--- config.mk ---
export PLATFORM = sky130hd
export DESIGN_NAME = seq_divider_ctrl
export DESIGN_NICKNAME = d
export VERILOG_FILES = /design/src/rtl/seq_divider_ctrl.sv
export SDC_FILE = /design/constraint.sdc
export NUM_CORES = 1
export LEC_CHECK = 0
export ABC_CLOCK_PERIOD_IN_PS = 6200
export BUFFER_PORTS_ARGS = -buffer_cell sky130_fd_sc_hd__buf_2
export CORE_ASPECT_RATIO = 0.5
export CORE_MARGIN = 3
export CORE_UTILIZATION = 60
export CTS_BUF_LIST = sky130_fd_sc_hd__clkbuf_4
export DETAILED_ROUTE_END_ITERATION = 16
export GPL_ROUTABILITY_DRIVEN = 0
export PLACE_DENSITY_LB_ADDON = 0.25
export SYNTH_ARGS = -nofsm -noshare
export SYNTH_HDL_FRONTEND = slang
export SYNTH_SLANG_ARGS = --single-unit
--- constraint.sdc ---
create_clock -name clk -period 6.2 [get_ports clk]
set_clock_uncertainty 0.2 [all_clocks]
set_input_delay 0.62 -clock clk [delete_from_list [all_inputs] [get_ports clk]]
set_output_delay 0.62 -clock clk [all_outputs]
set_load 0.1 [all_outputs]
--- src/rtl/seq_divider_ctrl.sv ---
// seq_divider_ctrl: multi-cycle unsigned restoring divider with start/done handshake.
// Produces one quotient bit per clock, MSB first, through a single WIDTH+1 bit subtractor.
// Optional build macro EARLY_EXIT_EN: a dividend smaller than a non-zero divisor
// finishes straight from IDLE with Q=0, R=A.
module seq_divider_ctrl #(
    parameter int WIDTH = 8
) (
    input  logic             clk,
    input  logic             rst,
    input  logic             start,
    input  logic [WIDTH-1:0] A,
    input  logic [WIDTH-1:0] B,
    output logic             busy,
    output logic             done,
    output logic [WIDTH-1:0] Q,
    output logic [WIDTH-1:0] R,
    output logic             div_by_zero
);

    localparam int CW = $clog2(WIDTH + 1);

    typedef enum logic [1:0] {IDLE, RUN, FINISH} state_t;

    state_t           state, state_nxt;
    logic [WIDTH-1:0] dvd;      // dividend, shifts left; quotient bits enter at the LSB
    logic [WIDTH-1:0] dsr;      // latched divisor
    logic [WIDTH-1:0] rem;      // partial remainder
    logic [CW-1:0]    cnt;      // steps still to take
    logic             early;
    logic [WIDTH:0]   shifted;
    logic [WIDTH:0]   trial;
    logic             borrow;
    logic [WIDTH-1:0] rem_nxt;
    logic [WIDTH-1:0] quo_nxt;

`ifdef EARLY_EXIT_EN
    assign early = (A < B);
`else
    assign early = 1'b0;
`endif

    // One restoring step: bring in the next dividend bit and try to subtract the divisor.
    // A non-borrowing result is < divisor, and a borrowing one means the shifted value
    // was < divisor, so either way the new remainder fits in WIDTH bits.
    always_comb begin
        shifted = {rem, dvd[WIDTH-1]};
        trial   = shifted - {1'b0, dsr};
        borrow  = trial[WIDTH];
        rem_nxt = borrow ? shifted[WIDTH-1:0] : trial[WIDTH-1:0];
        quo_nxt = {dvd[WIDTH-2:0], ~borrow};
    end

    // State register
    always_ff @(posedge clk) begin
        if (rst) state <= IDLE;
        else     state <= state_nxt;
    end

    // Next-state logic; done and busy are decoded straight from the state
    always_comb begin
        state_nxt = state;
        case (state)
            IDLE:    if (start) state_nxt = ((B == '0) || early) ? FINISH : RUN;
            RUN:     if (cnt == CW'(1)) state_nxt = FINISH;
            FINISH:  state_nxt = IDLE;
            default: state_nxt = IDLE;
        endcase
    end

    assign busy = (state != IDLE);
    assign done = (state == FINISH);

    // Datapath: latch operands on accept, step in RUN, and load Q/R on the way
    // into FINISH so they are already valid while done is high.
    always_ff @(posedge clk) begin
        if (rst) begin
            dvd         <= '0;
            dsr         <= '0;
            rem         <= '0;
            cnt         <= '0;
            Q           <= '0;
            R           <= '0;
            div_by_zero <= 1'b0;
        end else begin
            case (state)
                IDLE: begin
                    if (start) begin
                        dvd         <= A;
                        dsr         <= B;
                        rem         <= '0;
                        cnt         <= CW'(WIDTH);
                        Q           <= '0;
                        R           <= '0;
                        div_by_zero <= 1'b0;
                        if (B == '0) begin
                            Q           <= '1;
                            R           <= A;
                            div_by_zero <= 1'b1;
                        end else if (early) begin
                            R <= A;
                        end
                    end
                end
                RUN: begin
                    dvd <= quo_nxt;
                    rem <= rem_nxt;
                    cnt <= cnt - CW'(1);
                    if (cnt == CW'(1)) begin
                        Q <= quo_nxt;
                        R <= rem_nxt;
                    end
                end
                default: ;
            endcase
        end
    end

endmodule

* After elaboration in Yosys (flattened, before gate mapping)
Cells that the tools add are included.
Storage, ports and cells: memories kept 0, register bits 47, bits in writable memories 0, bits in read-only memories 0, latch bits 0, input bits 19, output and inout port bits 19
Cells by class: bitwise operators 1, $lt $le $gt $ge 0, divide/modulo/power cells 0, reduce and logical (&&, ||, !) cells 8, muxes and demuxes 20, add/subtract/negate cells 2, multipliers 0, equal/unequal tests 5, shift operators 0
Operator list (count):
- $mux 8 | 9
- $pmux 8 s2 | 4
- $sub 9x8->9 | 1
- $logic_not 8->1 | 1
- $pmux 4 s2 | 1
- $mux 2 | 3
- $reduce_and 2->1 | 3
- $eq 4x1->1 const B | 1
- $mux 4 | 1
- $ne 2x2->1 const B | 2
- $pmux 2 s2 | 1
- $reduce_bool 2->1 | 2
- $sub 4x1->4 const B | 1
- $reduce_and 3->1 | 1
- $eq 2x1->1 const B | 1
- $eq 2x2->1 const B | 1
- $logic_not 2->1 | 1
- $mux 1 | 1
- $not 1->1 | 1

* Logic depth before layout (Yosys ltp)
word-level depth 4, depth in mapped cells 11, mapped depth without buffers 10

* Least setup slack after synthesis
OpenSTA, ideal clock, no wires.
path kind reg-to-output, start point reg state[1], end point out done, arrival 1713 ps, stages on the path, launching flop included 2, slack 3667 ps, required time 5380 ps, path through dfxtp_1 nor2b_1
On the way: longest elaborated chain between the ends 1
Ends and longest elaborated chain:
- from (decl) | RTL line 24 | state_t state, state_nxt;
- from (signal assigned) | RTL line 56 | else state <= state_nxt;
- $eq 2x2->1 | RTL line 71 | assign done = (state == FINISH);
- to (decl) | RTL line 14 | output logic done,
Every way passes these cells.

* Worst setup path after layout
start point reg dvd[7], end point reg R[4]
On the way: longest elaborated chain between the ends 4
Ends and longest elaborated chain:
- from (decl) | RTL line 25 | logic [WIDTH-1:0] dvd;
- from (signal assigned) | RTL line 105 | dvd <= quo_nxt;
- $sub 9x8->9 | RTL line 47 | trial = shifted - {1'b0, dsr};
- $mux 8 | RTL line 49 | rem_nxt = borrow ? shifted[WIDTH-1:0] : trial[WIDTH-1:0];
- $mux 8 | RTL line 108 | if (cnt == CW'(1)) begin
- $pmux 8 s2 | RTL line 85 | case (state)
- to (signal assigned) | RTL line 110 | R <= rem_nxt;
- to (decl) | RTL line 16 | output logic [WIDTH-1:0] R,
Every way passes these cells. The select of a mux whose other input is x is not followed. A chain may end at the register's enable or synchronous reset.

==> results_dict.tcl <==
set metrics [dict create \
    status "finished, final reports clean" \
    cts-resized-gates 0 \
    power.leakage_uw 0.00114 \
    grt_usage_pct 24.8 \
    timing.final.crit_share_pct 51.2 \
    dr.pass1.iters 5 \
    whs_ns 0.268 \
    synth_fp_nets 348 \
    setup_tns_ns 0 \
    async_flop_share_pct 0 \
    grt-ovfl-total 0 \
    worst_slew_pin_slew_ns 1.09 \
    synth_seq_cells 47 \
    start_kind "flip-flop" \
    num_antenna_cells 0 \
    slew_headroom_pct 27.5 \
    yosysUniqueCellTypes 51 \
    synth_warnings 0 \
    dp_hpwl_um 4430 \
    crit_type "flip-flop to flip-flop" \
    antenna_found_initial 0 \
    final_max_slew_viol_count 0 \
    clockBufferDepth 2 \
    postCtsHoldBufs 0 \
    wl_per_cell_um 15.3 \
    io_pins 38 \
    crit_chain "inv_1 > ha_1 > inv_1 > fa_1 > a211oi_1 > nor3_2 > mux2i_2 > nor2_1 > nor4_1 > or3_1" \
    synthCells 318 \
    finalCriticalPeriod_ns 3.17 \
    drt_iter0_drc 167 \
    drive_gt1_share_pct 16.8 \
    cts_buffers 5 \
    place_area_um2 2650 \
    drc 0 \
    clk_latency_ns 0.37 \
    hold_viol_final 0 \
    path_delay_family "simple AND/OR/NAND/NOR gates" \
    clk_pin_slew_ns 0.14 \
    tritoncts "yes" \
    finalSetupViolations 0 \
    post_cts_buffers 0 \
    initial_core_util_pct 67.0 \
    cp.arrival_ns 3.24 \
    final_nets 375 \
    postRouteAntennaNets 0 \
    synth_area_um2 2480 \
    vias 2396 \
    grt_max_degree 45 \
    grt_pass1_vias 2123 \
    die_w_um 96.9 \
    hold_path_startpoint "dsr[7]$_SDFFE_PP0P_" \
    ir_drop_mv 0.165 \
    grt_pass1_wl_um 9930 \
    dieArea_um2 4980 \
    die_h_um 51.4 \
    r2r_start "dvd[7]$_SDFFE_PP0P_" \
    viasPerCell 6.04 \
    hold_class "flip-flop to flip-flop" \
    syn2layout_area_growth_pct 9.20 \
    num_rows 15 \
    crit_top_cell "inv_1" \
    crit_buf_inv 2 \
    final_cell_area_um2 2700 \
    ctsRootBufferMaster "clkbuf_4" \
    htree_levels 2 \
    clock.fmax_mhz 315 \
    core-area_um2 3700 \
    syn_avg_cell_area_um2 7.79 \
    rsz0062_at_grt "no" \
    worst-path-max-fanout 13 \
    cp-startpoint "dvd[7]$_SDFFE_PP0P_" \
    crit_required_ns 6.27 \
    slowest_delay_ns 0.69 \
    p_per_area_nw_per_um2 329 \
    critPathSlowestCell "nor2_1" \
    wl_um 6090 \
    port_buffers 37 \
    cap_viol_max_count 0 \
    synth_edf_count 0 \
    ys_seq_area_share_pct 38.0 \
    synthFlopType "dfxtp_1" \
    clkSinkCount 47 \
    end_kind "flip-flop" \
]
power by group:
group	switching [uW]	internal, uW	total (uW)
clock	101	48.6	150
combinational	277	106	383
sequential	22.8	332	355
total	401	487	888
cells by family (layout without fill, tap and decap cells):
group / after synthesis / in the layout / synth area share (%)
and+or+nand+nor: 150 / 150 / 28.5
AOI/OAI and AO/OA: 73 / 73 / 19.4
DFF: 47 / 47 / 38.0
buffers and inverters: 31 / 59 / 5.86
adders and majority gates: 11 / 11 / 5.86
xor gates and xnor gates: 5 / 5 / 1.77
muxes: 1 / 1 / 0.556
per-stage QoR:
step           instances  util, %  setup slack, ns  power [uW]
6_report             397     73.1             3.03         888
4_1_cts              397     73.1             3.06         883
5_1_grt              397     73.1             2.85         936
3_5_place_dp         389     71.6             3.09         738
3_3_place_gp         389     71.6             3.23         726
2_1_floorplan        318        -             3.67         683
final timing paths:
kind	slack, ns	depth (start not counted)	end
worst max-delay path	3.03	10	R[4]$_SDFFE_PP0P_
worst max register to register	3.03	10	R[4]$_SDFFE_PP0P_
worst min-delay path	0.27	2	dsr[7]$_SDFFE_PP0P_
worst min register to register	0.27	2	dsr[7]$_SDFFE_PP0P_
cell type report:
class	count	area [um2]
Clock buffer	6	45.0
Clock inverter	2	12.5
Fill cell	298	993
Inverter	12	45.0
Multi-Input combinational cell	240	1400
Sequential cell	47	941
Tap cell	51	63.8
Timing Repair Buffer	39	200
worst min-delay path: cells and delay by family, from the launching register on:
family	cells	cell delay (ns)
DFF	1	0.34
AOI/OAI and AO/OA	1	0.05
and+or+nand+nor	1	0.05
cells in the final DEF, fill, tap and decap left out, types with 2 or more instances in the layout:
cell      netlist  layout
a21o_1          3       3
nor2b_1         4       3
a211oi_1        3       3
or3_1           2       2
xor2_1          3       3
clkbuf_4        0       6
nand4_1         8       8
nor2_1         33      33
or2b_2          2       2
o21ai_0         3       3
a22oi_1         9       9
nor4_1          4       4
xnor2_1         2       2
nor3b_1         2       2
dfxtp_1        47      47
a21oi_1        36      35
inv_1          12      12
nor3_1         13      13
and3_1          2       2
or2b_1          2       2
a31oi_1         3       3
o21bai_1        2       2
ha_1           10      10
nand3_1        17      17
nand2b_1        3       3
nand2_1        53      53
buf_2           5      37
buf_4           2       2
per-layer routing:
layer  routed length (um)  share of wire (%)  up-vias  GRT usage [%]
met5                    0                  0        -              0
met3                  390                6.4        8           5.18
li1                     -                  -     1172              -
met2                 2870                 47       83           39.7
met1                 2770                 46     1133           34.0
met4                   58               0.95        0           6.99
synthesized netlist by cell type (4+ instances only):
cell | count | area, um2
nor2b_1 | 4 | 25.0
nor2_1 | 33 | 124
a22oi_1 | 9 | 67.6
clkbuf_1 | 9 | 33.8
nor4_1 | 4 | 25.0
inv_1 | 12 | 45.0
nand4_1 | 8 | 50.1
buf_2 | 5 | 25.0
dfxtp_1 | 47 | 941
a21oi_1 | 36 | 180
nand2_1 | 53 | 199
ha_1 | 10 | 125
nor3_1 | 13 | 65.1
nand3_1 | 17 | 85.1
flip-flops by register name (all words and copies together) (netlist names):
name,count
Q,8
R,8
cnt,4
div_by_zero,1
dsr,8
dvd,8
rem,8
state,2
(Power assumes the default switching activity.)
